==> config.mk <==
export PLATFORM = sky130hd
export DESIGN_NAME = snake_game_ctrl
export DESIGN_NICKNAME = d
export VERILOG_FILES = /design/src/rtl/snake_pkg.sv /design/src/rtl/snake_body_buf.sv /design/src/rtl/snake_game_ctrl.sv
export SDC_FILE = /design/constraint.sdc
export NUM_CORES = 1
export LEC_CHECK = 0
export BUFFER_PORTS_ARGS = -buffer_cell sky130_fd_sc_hd__clkbuf_2
export CORE_ASPECT_RATIO = 1.4
export CORE_UTILIZATION = 42
export DETAILED_ROUTE_END_ITERATION = 12
export PLACE_DENSITY_LB_ADDON = 0.12
export RECOVER_POWER = 25
export SETUP_SLACK_MARGIN = 0.5
export SYNTH_ARGS = -nofsm -noshare
export SYNTH_HDL_FRONTEND = slang
export SYNTH_HIERARCHICAL = 1
export SYNTH_SLANG_ARGS = --single-unit
==> constraint.sdc <==
create_clock -name clk25MHz -period 6.4 [get_ports clk25MHz]
set_clock_uncertainty 0.15 [all_clocks]
set_input_delay 0.32 -clock clk25MHz [delete_from_list [all_inputs] [get_ports clk25MHz]]
set_output_delay 0.32 -clock clk25MHz [all_outputs]
set_load 0.1 [all_outputs]
==> src/rtl/snake_pkg.sv <==
// snake_pkg
//   Shared encodings and grid geometry for the snake game controller.
//   dir_t   : movement direction (0 up, 1 right, 2 down, 3 left)
//   state_t : game state (0 idle, 1 run, 2 pause, 3 stop)
//   GRID_W/GRID_H : playfield size in cells; CELL_SHIFT : log2 of cell size in pixels
package snake_pkg;

    typedef enum logic [1:0] {
        DIR_UP    = 2'd0,
        DIR_RIGHT = 2'd1,
        DIR_DOWN  = 2'd2,
        DIR_LEFT  = 2'd3
    } dir_t;

    typedef enum logic [1:0] {
        ST_IDLE  = 2'd0,
        ST_RUN   = 2'd1,
        ST_PAUSE = 2'd2,
        ST_STOP  = 2'd3
    } state_t;

    localparam int GRID_W     = 80;
    localparam int GRID_H     = 60;
    localparam int CELL_SHIFT = 3;

    // Up/down and left/right differ only in bit 1.
    function automatic dir_t dir_opposite(input dir_t d);
        return dir_t'(d ^ 2'd2);
    endfunction

endpackage

==> src/rtl/snake_body_buf.sv <==
// snake_body_buf
//   Segment shift buffer plus the two comparators that look at it:
//   pixel hit (is this cell part of the visible body) and head hit
//   (would the proposed new head land on the body).
// Ports:
//   clk25MHz          clock
//   init              load the start body: segment i at (GRID_W/2-i, GRID_H/2)
//   shift             push new head, every segment takes its predecessor's cell
//   new_x/new_y       proposed head cell
//   len               current segment count
//   keep_tail         tail stays on the next step, so it counts as an obstacle
//   pix_x/pix_y       cell of the pixel being drawn
//   pix_hit           pixel cell matches one of the first len segments
//   head_hit          proposed head collides with the body
//   head_x/head_y     current head cell
module snake_body_buf
    import snake_pkg::*;
#(
    parameter int MAX_LEN = 16
) (
    input  logic       clk25MHz,
    input  logic       init,
    input  logic       shift,
    input  logic [6:0] new_x,
    input  logic [5:0] new_y,
    input  logic [4:0] len,
    input  logic       keep_tail,
    input  logic [6:0] pix_x,
    input  logic [5:0] pix_y,
    output logic       pix_hit,
    output logic       head_hit,
    output logic [6:0] head_x,
    output logic [5:0] head_y
);

    logic [6:0] seg_x [MAX_LEN];
    logic [5:0] seg_y [MAX_LEN];

    always_ff @(posedge clk25MHz) begin
        if (init) begin
            for (int i = 0; i < MAX_LEN; i++) begin
                seg_x[i] <= 7'(GRID_W / 2 - i);
                seg_y[i] <= 6'(GRID_H / 2);
            end
        end else if (shift) begin
            seg_x[0] <= new_x;
            seg_y[0] <= new_y;
            for (int i = 1; i < MAX_LEN; i++) begin
                seg_x[i] <= seg_x[i-1];
                seg_y[i] <= seg_y[i-1];
            end
        end
    end

    always_comb begin
        pix_hit  = 1'b0;
        head_hit = 1'b0;
        for (int i = 0; i < MAX_LEN; i++) begin
            if (i < int'(len) && seg_x[i] == pix_x && seg_y[i] == pix_y)
                pix_hit = 1'b1;
            // The tail vacates its cell on a normal step, so only a growing
            // step treats it as an obstacle.
            if ((keep_tail ? (i < int'(len)) : (i < int'(len) - 1)) &&
                seg_x[i] == new_x && seg_y[i] == new_y)
                head_hit = 1'b1;
        end
    end

    assign head_x = seg_x[0];
    assign head_y = seg_y[0];

endmodule

==> src/rtl/snake_game_ctrl.sv <==
// snake_game_ctrl
//   Snake game controller: game FSM, frame divider, direction filter and
//   registered pixel outputs. Body storage lives in snake_body_buf.
// Ports:
//   clk25MHz, rst          pixel clock, synchronous active-high reset
//   hcount, vcount         current pixel position
//   frame_start            one-cycle pulse at the start of each frame
//   dir_req, dir_valid     requested direction and its qualifier
//   start, pause, grow     control pulses
//   Snake                  pixel belongs to the body (1 cycle latency)
//   Black                  blank screen (idle)
//   state, length          game state and segment count
// Build option:
//   SNAKE_WRAP_EN          head wraps at grid edges instead of stopping the game
//
// state    | meaning
// ST_IDLE  | waiting for start, screen blank
// ST_RUN   | counting frames, stepping every MOVE_DIV frames
// ST_PAUSE | frozen, pause resumes
// ST_STOP  | collision or wall hit, body shown, start restarts
module snake_game_ctrl
    import snake_pkg::*;
#(
    parameter int MAX_LEN  = 16,
    parameter int INIT_LEN = 4,
    parameter int MOVE_DIV = 8
) (
    input  logic        clk25MHz,
    input  logic        rst,
    input  logic [10:0] hcount,
    input  logic [10:0] vcount,
    input  logic        frame_start,
    input  logic [1:0]  dir_req,
    input  logic        dir_valid,
    input  logic        start,
    input  logic        pause,
    input  logic        grow,
    output logic        Snake,
    output logic        Black,
    output logic [1:0]  state,
    output logic [4:0]  length
);

    localparam int FW = (MOVE_DIV > 1) ? $clog2(MOVE_DIV) : 1;

    state_t      st, st_nxt;
    logic [FW-1:0] fcnt;
    // The committed direction always equals pending_dir at the moment of a
    // step, so a single register carries both.
    dir_t        pending_dir;
    logic        grow_flag;
    logic        do_step, do_restart, frame_tick;
    logic        off_grid, edge_stop;
    logic [6:0]  new_x, head_x;
    logic [5:0]  new_y, head_y;
    logic        pix_hit, head_hit;

    snake_body_buf #(.MAX_LEN(MAX_LEN)) u_body (
        .clk25MHz (clk25MHz),
        .init     (rst | do_restart),
        .shift    (do_step),
        .new_x    (new_x),
        .new_y    (new_y),
        .len      (length),
        .keep_tail(grow_flag),
        .pix_x    (hcount[CELL_SHIFT+6:CELL_SHIFT]),
        .pix_y    (vcount[CELL_SHIFT+5:CELL_SHIFT]),
        .pix_hit  (pix_hit),
        .head_hit (head_hit),
        .head_x   (head_x),
        .head_y   (head_y)
    );

    assign frame_tick = frame_start && (fcnt == FW'(MOVE_DIV - 1));

    // Proposed head; new_x/new_y already hold the wrapped cell at the edges.
    always_comb begin
        new_x    = head_x;
        new_y    = head_y;
        off_grid = 1'b0;
        case (pending_dir)
            DIR_UP:    if (head_y == 6'd0) begin
                           off_grid = 1'b1;
                           new_y    = 6'(GRID_H - 1);
                       end else new_y = head_y - 6'd1;
            DIR_RIGHT: if (head_x == 7'(GRID_W - 1)) begin
                           off_grid = 1'b1;
                           new_x    = 7'd0;
                       end else new_x = head_x + 7'd1;
            DIR_DOWN:  if (head_y == 6'(GRID_H - 1)) begin
                           off_grid = 1'b1;
                           new_y    = 6'd0;
                       end else new_y = head_y + 6'd1;
            default:   if (head_x == 7'd0) begin
                           off_grid = 1'b1;
                           new_x    = 7'(GRID_W - 1);
                       end else new_x = head_x - 7'd1;
        endcase
    end

`ifdef SNAKE_WRAP_EN
    assign edge_stop = 1'b0;
    logic unused_off_grid;
    assign unused_off_grid = off_grid;
`else
    assign edge_stop = off_grid;
`endif

    always_comb begin
        st_nxt     = st;
        do_step    = 1'b0;
        do_restart = 1'b0;
        case (st)
            ST_IDLE, ST_STOP: if (start) begin
                st_nxt     = ST_RUN;
                do_restart = 1'b1;
            end
            ST_RUN: if (pause) begin
                st_nxt = ST_PAUSE;
            end else if (frame_tick) begin
                if (edge_stop || head_hit) st_nxt  = ST_STOP;
                else                       do_step = 1'b1;
            end
            default: if (pause) st_nxt = ST_RUN;
        endcase
    end

    always_ff @(posedge clk25MHz) begin
        if (rst) begin
            st          <= ST_IDLE;
            fcnt        <= '0;
            pending_dir <= DIR_RIGHT;
            grow_flag   <= 1'b0;
            length      <= 5'(INIT_LEN);
            Snake       <= 1'b0;
            Black       <= 1'b1;
        end else begin
            st    <= st_nxt;
            Snake <= (st != ST_IDLE) && (hcount < 11'd640) && (vcount < 11'd480) && pix_hit;
            Black <= (st == ST_IDLE);
            if (do_restart) begin
                fcnt        <= '0;
                pending_dir <= DIR_RIGHT;
                grow_flag   <= 1'b0;
                length      <= 5'(INIT_LEN);
            end else begin
                if (st == ST_RUN && !pause && frame_start)
                    fcnt <= frame_tick ? '0 : fcnt + 1'b1;
                if (dir_valid && (st == ST_RUN || st == ST_PAUSE) &&
                    dir_t'(dir_req) != dir_opposite(pending_dir))
                    pending_dir <= dir_t'(dir_req);
                if (do_step) begin
                    if (grow_flag && length < 5'(MAX_LEN))
                        length <= length + 5'd1;
                    grow_flag <= 1'b0;
                end
                // A grow arriving on a step cycle applies to the following step.
                if (grow && (st == ST_RUN || st == ST_PAUSE))
                    grow_flag <= 1'b1;
            end
        end
    end

    assign state = st;

endmodule

==> results of run 1 <==
[cell type report]
type                            instances  area, um^2
Clock buffer                           29         641
Clock inverter                         15         109
Fill cell                            3296       18300
Inverter                               16        60.1
Multi-Input combinational cell       1048        7740
Sequential cell                       223        6550
Tap cell                              456         571
Timing Repair Buffer                  115         908
[sequential cells by signal, indices dropped and copies added (netlist names)]
signal and flops:
u_body/seg_x 112, u_body/seg_y 96, length 5, fcnt 3, pending_dir 2, state 2
Black 1, Snake 1, grow_flag 1
[per-stage QoR]
stage                      util  cells  instance area (um^2)  setup slack (ns)
after floorplan               -   1398                 14900             0.574
after global placement    0.448   1836                 15600             0.562
after detailed placement  0.448   1836                 15600             0.543
after CTS                 0.472   1890                 16500             0.534
after global routing      0.475   1902                 16600             0.308
final                     0.475   1902                 16600             0.539
[per-layer routing]
| metal | routed length [um] | share of wire |
|---|---|---|
| met3 | 2260 | 0.049 |
| met1 | 18500 | 0.40 |
| met2 | 23500 | 0.51 |
| met4 | 2190 | 0.047 |
| met5 | 0 | 0 |
[path summary, 6_finish.rpt]
check	start	endpoint	slack, ns
setup reg to reg	u_body/seg_x[0][1]$_SDFFCE_PN0P_	u_body/seg_y[6][6]$_SDFFCE_PP0P_	0.54
hold reg to reg	fcnt[1]$_SDFFE_PP0P_	fcnt[1]$_SDFFE_PP0P_	0.33
hold / removal	vcount[9]	Snake$_SDFF_PP0_	0.02
setup / recovery	u_body/seg_x[0][1]$_SDFFCE_PN0P_	u_body/seg_y[6][6]$_SDFFCE_PP0P_	0.54
[cell usage in the layout, fill, tap and decap left out, types with 33 or more instances in the layout]
cell type	count
buf_4	59
nand4_1	61
nor2b_1	34
nand2b_1	77
edfxtp_1	208
or2_2	47
and2_1	63
nor2_1	33
nor4_1	57
xor2_1	202
xnor2_1	217
[critical path: cells and delay by family, from the launching register on]
kind	cells	cell delay, ns
AOI/OAI and AO/OA	4	1.24
DFF	1	0.56
adders and majority gates	1	0.26
buffers and inverters	4	0.97
xor gates and xnor gates	1	0.23
and+or+nand+nor	11	2.06
[power by group through the flow]
stage	clock network (W)	registers (W)	logic [W]
after detailed placement	0	0.00185	0.000788
final	0.00137	0.00182	0.000811
after CTS	0.00140	0.00182	0.000799
after floorplan	0	0.00184	0.000546
after global placement	0	0.00185	0.000783
after global routing	0.00145	0.00183	0.000872
[repair_timing]
action	4_1_cts	5_1_grt
gates resized for setup	0	7
setup buffers	0	12
endpoints found under the hold margin	8	0
hold buffers	10	0
setup endpoints to repair	0	327
[cells by family after synthesis]
group,after synthesis,synth area share
simple gates,480,0.191
xor+xnor,419,0.247
flops,223,0.440
compound gates,130,0.0593
buf+inv,127,0.0479
fa+ha+maj,14,0.0116
mux,5,0.00345
==> summary.txt, run 1 <==
Main synth FF type -> edfxtp_1
final slew viol count -> 85
CTS H-tree depth -> 1
I/O pins -> 40
number of remaining DRC errors -> 0
worst endpoint required time -> 6.48 ns
sequential cell area fraction in the yosys report -> 0.440
clock buffer depth -> 3
Fin. Hold Viols -> 0
cell taking the most area after synthesis -> edfxtp_1
Sequential Power Share -> 0.455
Worst-Skew Late Latency -> 0.55 ns
total chip power -> 0.00400 W
Clock power frac -> 0.342
initial antenna violation count -> 0
CTS root buf -> clkbuf_16
met2 usage -> 0.459
max-cap check violation count -> 1
Worst path slowest cell -> or4_1
largest net degree at the start of global routing -> 85
Seq cells post-synth -> 223
share of the synthesized area in the top cell type -> 0.420
CTS tree -> built
distinct cell type count after synthesis -> 69
layout cells sized above 1 -> 0.142
vias post-DR -> 10700
NetSw -> 0.00121 W
Die Y -> 225 um
nets -> 1472
static leakage -> 5.21 nW
Core ar. -> 34900 um^2
ANT cells -> 0
Fmax achieved -> 171 MHz
setup TNS -> 0 ns
row cnt -> 81
Die Footprint -> 36200 um^2
total routed wirelength -> 46.4 mm
RSZ-0062 raised after global routing -> true
drt wl/cell -> 24.4 um
top-count cell post-synth -> xnor2_1
grt ovf -> 0
pwr dens -> 241 nW/um^2
number of synthesized flops with an enable pin -> 208
CP Cell Sequence -> ha_1, and3_1, nand3_1, and3_1, o31ai_1, o31ai_4, clkbuf_1, xor2_1, nor4_1, nand4_1, nor4_1, buf_4, o41ai_1, nand4_1, or4_1, nor2_1, a32oi_2, nor2_1, or2_4, buf_12, buf_4
WHS Path Cells -> 3
part of the cycle the worst path needs -> 0.916
Worst setup EP type -> flip-flop
HPWL Detailed -> 31.8 mm
synth cell count leaders -> xnor2_1 (217), edfxtp_1 (208), xor2_1 (202), nand2b_1 (77), and2_1 (63)
yosys synthesis warning count -> 6
input/output buffers -> 33
GRT busiest layer -> met2
TritonCTS Sinks -> 223
asr flop ratio synth -> 0
Internal -> 0.00279 W
HP Class -> input pin to flip-flop
WHS -> 0.0196 ns
Worst Reg-to-Reg Cells -> 21
Via-to-Cell Ratio -> 5.64
Die Wd -> 161 um
Worst-path clk slew -> 0.07 ns
Slew headroom -> -1.27
area delta synth->final -> 11.4%
Num CTS Buffers -> 24
DR iter-0 viols -> 821
Switching Fraction -> 0.303
Crit Path Max Fanout -> 44
initial core utilization -> 0.427
Final min period -> 5.86 ns
drt first pass iters -> 6
global-route wire length before repair -> 68.7 mm
GR Layer Usage met1 -> 0.306
Arr. time, crit path -> 5.95 ns
Least-Margin Pin Slew -> 3.40 ns
Cells after Synth -> 1398
largest stage delay on the critical path -> 0.57 ns
critical setup path kind -> flip-flop to flip-flop
status -> complete, but fails checks
setup violators final -> 0
DRT antenna net count -> 0
RD Place Congestion -> 0.892
syn avg cell area -> 10.6 um^2
GRT met3 Usage -> 0.0336
vias in the first global route -> 10700
Post-Syn Nets -> 1442
GR Util All Layers -> 0.258
Peak supply drop -> 168 uV
failing checks -> capacitance limit, slew limit
top cells by area, synth -> edfxtp_1 (42%), xnor2_1 (13%), xor2_1 (12%)
cell area after synthesis -> 14900 um^2
Comb pwr share -> 0.203
startpoint types -> flip-flop
Power figures use the tool's default switching activity.
==> run 2: changes to the inputs <==
PLACE_DENSITY = 0.58   (was not set)
PLACE_DENSITY_LB_ADDON = not set   (was 0.12)
SYNTH_HIERARCHICAL = not set   (was 1)
clock period = 7.28 ns   (was 6.4 ns; I/O delays follow)
==> summary.txt, run 2 <==
status -> complete, but fails checks (unchanged)
failing checks -> capacitance limit, slew limit (unchanged)
most frequent cells in the layout -> xnor2_1 (223), edfxtp_1 (208), xor2_1 (177), nor2_1 (92), inv_1 (76) (was xnor2_1 (217), edfxtp_1 (208), xor2_1 (202), nand2b_1 (77), and2_1 (63))
syn avg cell area -> 10.3 um^2 (was 10.6 um^2)
share of the synthesized area in the top cell type -> 0.414 (was 0.420)
commonest non-fill, non-tap cell in the layout -> xnor2_1 (unchanged)
cell area after synthesis -> 15100 um^2 (was 14900 um^2)
Worst setup EP type -> flip-flop (unchanged)
fillers -> 3293 (was 3296)
initial core utilization -> 0.429 (was 0.427)
Least-Margin Pin Slew -> 3.27 ns (was 3.40 ns)
GR Util All Layers -> 0.268 (was 0.258)
layout cells sized above 1 -> 0.0978 (was 0.142)
drt first pass iters -> 5 (was 6)
I/O pins -> 40 (unchanged)
multi-input combinational cell area -> 7790 um^2 (was 7740 um^2)
Fmax achieved -> 150 MHz (was 171 MHz)
Die Footprint -> 36700 um^2 (was 36200 um^2)
grt ovf -> 0 (unchanged)
Worst path slowest cell -> nor2_1 (was or4_1)
static leakage -> 5.19 nW (was 5.21 nW)
max reg flops -> 112 (unchanged)
row cnt -> 81 (unchanged)
synth cell count leaders -> xnor2_1 (223), edfxtp_1 (208), xor2_1 (177), nor2_1 (91), inv_1 (76) (was xnor2_1 (217), edfxtp_1 (208), xor2_1 (202), nand2b_1 (77), and2_1 (63))
Core ar. -> 35200 um^2 (was 34900 um^2)
RSZ-0062 raised after global routing -> false (was true)
TritonCTS Sinks -> 223 (unchanged)
area delta synth->final -> 8.29% (was 11.4%)
Fin. Hold Viols -> 0 (unchanged)
Sequential cell area -> 6550 um^2 (unchanged)
DRT antenna net count -> 0 (unchanged)
worst endpoint required time -> 7.33 ns (was 6.48 ns)
Final WS setup -> 0.621 ns (was 0.539 ns)
Seq cells post-synth -> 223 (unchanged)
Die Wd -> 162 um (was 161 um)
HPWL Detailed -> 33.2 mm (was 31.8 mm)
Slew headroom -> -1.18 (was -1.27)
final slew viol count -> 108 (was 85)
input/output buffers -> 33 (unchanged)
Worst-path clk slew -> 0.07 ns (about the same)
critical setup path kind -> flip-flop to flip-flop (unchanged)
most frequent CP cell -> buf_4
top cells by area, synth -> edfxtp_1 (41%), xnor2_1 (13%), xor2_1 (10%) (was edfxtp_1 (42%), xnor2_1 (13%), xor2_1 (12%))
Final min period -> 6.66 ns (was 5.86 ns)
vias in the first global route -> 11300 (was 10700)
largest net degree at the start of global routing -> 81 (was 85)
largest registers -> u_body.seg_x: 112 flops, u_body.seg_y: 96 flops, length: 5 flops (was u_body/seg_x: 112 flops, u_body/seg_y: 96 flops, length: 5 flops)
distinct cell type count after synthesis -> 91 (was 69)
worst slack, placed -> 1.37 ns (was 0.543 ns)
number of remaining DRC errors -> 0 (unchanged)
startpoint types -> flip-flop (unchanged)
nets -> 1511 (was 1472)
Die Y -> 226 um (was 225 um)
number of synthesized flops with an enable pin -> 208 (unchanged)
Peak supply drop -> 212 uV (was 168 uV)
asr flop ratio synth -> 0 (unchanged)
CTS H-tree depth -> 1 (unchanged)
CTS root buf -> clkbuf_16 (unchanged)
Arr. time, crit path -> 6.71 ns (was 5.95 ns)
CTS tree -> built (unchanged)
Buf/Inv on CP -> 3 (was 4)
Post-Syn Nets -> 1513 (was 1442)
Via-to-Cell Ratio -> 5.75 (was 5.64)
max-cap check violation count -> 3 (was 1)
Cells after Synth -> 1469 (was 1398)
initial antenna violation count -> 0 (unchanged)
Crit Path Max Fanout -> 67 (was 44)
sequential cell area fraction in the yosys report -> 0.434 (was 0.440)
DR iter-0 viols -> 930 (was 821)
delay-heaviest family, CP -> simple AND/OR/NAND/NOR gates (unchanged)
drt wl/cell -> 25.0 um (was 24.4 um)
largest stage delay on the critical path -> 1.29 ns (was 0.57 ns)
part of the cycle the worst path needs -> 0.915 (was 0.916)
Largest Register -> u_body.seg_x (was u_body/seg_x)
setup TNS -> 0 ns (unchanged)
Main synth FF type -> edfxtp_1 (unchanged)
HP Class -> input pin to flip-flop (unchanged)
setup violators final -> 0 (unchanged)
Worst-Skew Late Latency -> 0.54 ns (was 0.55 ns)
Num CTS Buffers -> 23 (was 24)
pwr dens -> 258 nW/um^2 (was 241 nW/um^2)
RD Place Congestion -> 0.940 (was 0.892)
cell taking the most area after synthesis -> edfxtp_1 (unchanged)
clock buffer depth -> 3 (unchanged)
yosys synthesis warning count -> 0 (was 6)
global-route wire length before repair -> 71.8 mm (was 68.7 mm)
top-count cell post-synth -> xnor2_1 (unchanged)
post-CTS setup buffer count -> 0 (unchanged)
vias post-DR -> 11100 (was 10700)
reg-to-reg slack, setup -> 0.62 ns (was 0.54 ns)
total routed wirelength -> 48.4 mm (was 46.4 mm)
CP Cell Sequence -> inv_1, o211ai_1, o41ai_2, nor2_1, buf_4, xor2_1, or4_1, o21ai_0, a31oi_1, and3_1, nand2_1, nand2_8, buf_4 (was ha_1, and3_1, nand3_1, and3_1, o31ai_1, o31ai_4, clkbuf_1, xor2_1, nor4_1, nand4_1, nor4_1, buf_4, o41ai_1, nand4_1, or4_1, nor2_1, a32oi_2, nor2_1, or2_4, buf_12, buf_4)
[run 2: what timing repair did]
item                                   4_1_cts  5_1_grt
resized for setup                            0        0
endpoints found under the hold margin        3        0
hold buffers                                 5        0
[run 2: worst register-to-register path, stage by stage, from the launching register on]
cell and delay, ns:
dfxtp_1 0.98, inv_1 0.34, o211ai_1 0.23, o41ai_2 0.21
nor2_1 1.30, buf_4 0.39, xor2_1 0.09, or4_1 0.54
o21ai_0 0.47, a31oi_1 0.18, and3_1 0.25, nand2_1 0.20
nand2_8 0.34, buf_4 0.61
[run 2: kinds of logic (layout without fill, tap and decap cells)]
group	Yosys count	in the layout	synth area share
AND/OR/NAND/NOR	502	502	0.188
XOR/XNOR	400	400	0.232
adder cells (fa/ha/maj)	13	13	0.0108
flip-flops	223	223	0.434
AO/OA/AOI/OAI	151	151	0.0774
other	0	1	0
multiplexers	9	9	0.00630
buffers and inverters	171	184	0.0514
[run 2: per-stage QoR]
stage / area, um^2 / hold WS [ns] / std cells / utilization / power, W
after floorplan: 15100 / 0.311 / 1469 / - / 0.00269
after global placement: 15600 / 0.325 / 1893 / 0.444 / 0.00306
after detailed placement: 15600 / 0.351 / 1893 / 0.444 / 0.00308
after CTS: 16400 / 0.0112 / 1938 / 0.466 / 0.00425
after global routing: 16300 / 0.0784 / 1938 / 0.465 / 0.00439
final: 16300 / 0.0303 / 1939 / 0.465 / 0.00422
[run 2: area by class of cell]
cell class | count | share of cell area
diodes | 1 | 0.000153
multi-input cells | 1075 | 0.477
clock buffers | 28 | 0.0364
repair buffers | 68 | 0.0273
well taps | 456 | 0.0349
clock inverters | 12 | 0.00628
flip-flops and latches | 223 | 0.401
inverters | 76 | 0.0175
[run 2: final timing paths]
kind | startpoint | endpoint | depth (start not counted)
setup / recovery | pending_dir[1]$_SDFFE_PP0P_ | u_body.seg_x[0][18]$_SDFFCE_PN0P_ | 13
hold / removal | grow | grow_flag$_SDFFE_PP0P_ | 3
setup reg to reg | pending_dir[1]$_SDFFE_PP0P_ | u_body.seg_x[0][18]$_SDFFCE_PN0P_ | 13
hold reg to reg | fcnt[2]$_SDFFE_PP0P_ | fcnt[2]$_SDFFE_PP0P_ | 2
[run 2: power by group]
| group | internal, W | switching (W) | leakage [nW] |
|---|---|---|---|
| Sequential | 0.00160 | 0.000164 | 1.97 |
| Clock | 0.000647 | 0.000514 | 0.343 |
| Combinational | 0.000472 | 0.000829 | 2.88 |
[run 2: metal layers]
layer	vias up	routed length (um)	share of wire	GRT usage
met5	-	0	0	0
met4	0	2670	0.055	0.143
met3	131	2680	0.055	0.0404
met2	386	24000	0.50	0.468
met1	5517	19000	0.39	0.316
li1	5110	-	-	-
==> run 3: changes to the inputs <==
PLACE_DENSITY = 0.61   (was 0.58)
clock period = 5.5 ns   (was 7.28 ns; I/O delays follow)
==> summary.txt, run 3 (synthesis results as in run 2) <==
setup violators final -> 0 (unchanged)
Arr. time, crit path -> 5.16 ns (was 6.71 ns)
Comb pwr share -> 0.318 (was 0.308)
CTS root buf -> clkbuf_16 (unchanged)
row cnt -> 81 (unchanged)
critical setup path kind -> flip-flop to flip-flop (unchanged)
Worst-path clk slew -> 0.07 ns (about the same)
commonest non-fill, non-tap cell in the layout -> xnor2_1 (unchanged)
Worst setup EP type -> flip-flop (unchanged)
RSZ-0062 raised after global routing -> false (unchanged)
fillers -> 3219 (was 3293)
startpoint types -> flip-flop (unchanged)
Via-to-Cell Ratio -> 5.67 (was 5.75)
largest registers -> u_body.seg_x: 112 flops, u_body.seg_y: 96 flops, length: 5 flops (unchanged)
Clock power frac -> 0.275 (about the same)
WHS Path Cells -> 5 (was 3)
vias in the first global route -> 11100 (was 11300)
Worst Reg-to-Reg Cells -> 15 (was 13)
global-route wire length before repair -> 70.3 mm (was 71.8 mm)
max-cap check violation count -> 1 (was 3)
status -> complete, but fails checks (unchanged)
WHS -> 0.0185 ns (was 0.0303 ns)
Num CTS Buffers -> 24 (was 23)
Peak supply drop -> 282 uV (was 212 uV)
layout cells sized above 1 -> 0.122 (was 0.0978)
Die Footprint -> 36700 um^2 (unchanged)
final slew viol count -> 94 (was 108)
nets -> 1550 (was 1511)
grt ovf -> 0 (unchanged)
input/output buffers -> 33 (unchanged)
part of the cycle the worst path needs -> 0.914 (was 0.915)
largest net degree at the start of global routing -> 94 (was 81)
max reg flops -> 112 (unchanged)
DR iter-0 viols -> 1171 (was 930)
RD Place Congestion -> 0.966 (was 0.940)
HP Class -> input pin to flip-flop (unchanged)
clock buffer depth -> 3 (unchanged)
DRT antenna net count -> 0 (unchanged)
Largest Register -> u_body.seg_x (unchanged)
Fin. Hold Viols -> 0 (unchanged)
initial core utilization -> 0.429 (unchanged)
Slew headroom -> -0.194 (was -1.18)
Sequential Power Share -> 0.407 (was 0.417)
drt first pass iters -> 6 (was 5)
vias post-DR -> 11200 (was 11100)
most frequent cells in the layout -> xnor2_1 (223), edfxtp_1 (208), xor2_1 (177), nor2_1 (91), inv_1 (76) (was xnor2_1 (223), edfxtp_1 (208), xor2_1 (177), nor2_1 (92), inv_1 (76))
CTS tree -> built (unchanged)
area delta synth->final -> 11.0% (was 8.29%)
CTS H-tree depth -> 1 (unchanged)
Internal -> 0.00368 W (was 0.00272 W)
NetSw -> 0.00200 W (was 0.00151 W)
Least-Margin Pin Slew -> 1.79 ns (was 3.27 ns)
worst endpoint required time -> 5.64 ns (was 7.33 ns)
ANT cells -> 0 (was 1)
I/O pins -> 40 (unchanged)
drt wl/cell -> 24.2 um (was 25.0 um)
total routed wirelength -> 47.9 mm (was 48.4 mm)
Crit Path Max Fanout -> 67 (unchanged)
static leakage -> 5.42 nW (was 5.19 nW)
TritonCTS Sinks -> 223 (unchanged)
pwr dens -> 339 nW/um^2 (was 258 nW/um^2)
Reg-to-Reg End -> u_body.seg_x[0][33]$_SDFFCE_PN1P_ (was u_body.seg_x[0][18]$_SDFFCE_PN0P_)
initial antenna violation count -> 0 (unchanged)
Switching Fraction -> 0.353 (was 0.357)
Die Y -> 226 um (unchanged)
Worst Hold Path EP -> pending_dir[1]$_SDFFE_PP0P_ (was grow_flag$_SDFFE_PP0P_)
failing checks -> capacitance limit, slew limit (unchanged)
Worst-Skew Late Latency -> 0.55 ns (was 0.54 ns)
hold path start -> dir_valid (was grow)
setup TNS -> 0 ns (unchanged)
Die Wd -> 162 um (unchanged)
R2R Path Start -> u_body.seg_x[0][2]$_SDFFCE_PN0P_ (was pending_dir[1]$_SDFFE_PP0P_)
Core ar. -> 35200 um^2 (unchanged)
number of remaining DRC errors -> 0 (unchanged)
Sequential cell area -> 6550 um^2 (about the same)
multi-input combinational cell area -> 7810 um^2 (was 7790 um^2)
HPWL Detailed -> 34.2 mm (was 33.2 mm)
Fmax achieved -> 199 MHz (was 150 MHz)
reg-to-reg slack, setup -> 0.48 ns (was 0.62 ns)
GR Util All Layers -> 0.262 (was 0.268)
Final min period -> 5.02 ns (was 6.66 ns)
## run 3: cell types whose count changed in the layout (fill, tap and decap cells not counted), sizes merged
cell         delta
buf            +35
diode           -1
clkinv          -1
clkinvlp        +2
clkbuf          +2
bufinv          -1
dlygate4sd3     +3
## run 3: worst max-delay path by stage
stage	from	to	slack, ns	depth (start not counted)
global placement	u_body.seg_x[0][3]$_SDFFCE_PN1P_	u_body.seg_x[0][40]$_SDFFCE_PN1P_	0.58	14
floorplan	length[3]$_SDFFE_PP0P_	u_body.seg_x[0][0]$_SDFFCE_PN0P_	0.56	13
detailed placement	u_body.seg_x[0][3]$_SDFFCE_PN1P_	u_body.seg_x[0][43]$_SDFFCE_PN1P_	0.61	14
finish	u_body.seg_x[0][2]$_SDFFCE_PN0P_	u_body.seg_x[0][33]$_SDFFCE_PN1P_	0.48	15
CTS	u_body.seg_x[0][3]$_SDFFCE_PN1P_	u_body.seg_x[0][33]$_SDFFCE_PN1P_	0.57	14
global route	u_body.seg_x[0][3]$_SDFFCE_PN1P_	u_body.seg_x[0][33]$_SDFFCE_PN1P_	0.29	15
## run 3: stage by stage
stage	utilization	instance area [um^2]	power [W]	setup slack, ns	cells
after detailed placement	0.453	15900	0.00413	0.606	1923
after floorplan	-	15100	0.00355	0.556	1469
after global routing	0.476	16800	0.00589	0.293	1978
after CTS	0.476	16700	0.00569	0.571	1973
final	0.476	16800	0.00568	0.475	1978
after global placement	0.453	15900	0.00411	0.579	1923
## run 3: what timing repair did
item | in CTS | in global routing
buffers inserted | 0 | 5
setup endpoints to repair | 0 | 314
hold endpoints to repair | 5 | 0
gates resized for setup | 0 | 4
hold buffers | 8 | 0
## run 3: routing by layer
metal / GRT usage / vias to the layer above / routed length [um]
li1: - / 5176 / -
met1: 0.310 / 5500 / 18700
met2: 0.451 / 412 / 23600
met3: 0.0318 / 120 / 2560
met4: 0.163 / 0 / 3050
met5: 0 / - / 0
## run 3: critical path: stages, from the launching register on
cell and delay [ns]:
edfxtp_1 0.62, or4_4 0.64, o211ai_2 0.22, o2111ai_4 0.30, buf_4 0.30, xor2_1 0.15, nand4_1 0.13, nor4_1 0.06
buf_4 0.15, a32o_1 0.26, a2111oi_0 0.43, and3_1 0.31, buf_4 0.26, nand3_4 0.13, buf_12 0.26, or2_2 0.31
## run 3: final cells by class
type,instances,share of cell area
Multi-Input combinational cell,1075,0.466
Timing Repair Buffer,106,0.0487
Clock inverter,12,0.00485
Sequential cell,223,0.391
Inverter,76,0.0170
Tap cell,456,0.0341
Clock buffer,30,0.0385
## run 3: power by group through the flow
stage	registers [W]	logic, W	clock network [W]
final	0.00231	0.00181	0.00156
after detailed placement	0.00234	0.00179	0
after global routing	0.00233	0.00193	0.00163
after CTS	0.00231	0.00181	0.00158
after floorplan	0.00234	0.00121	0
after global placement	0.00234	0.00177	0
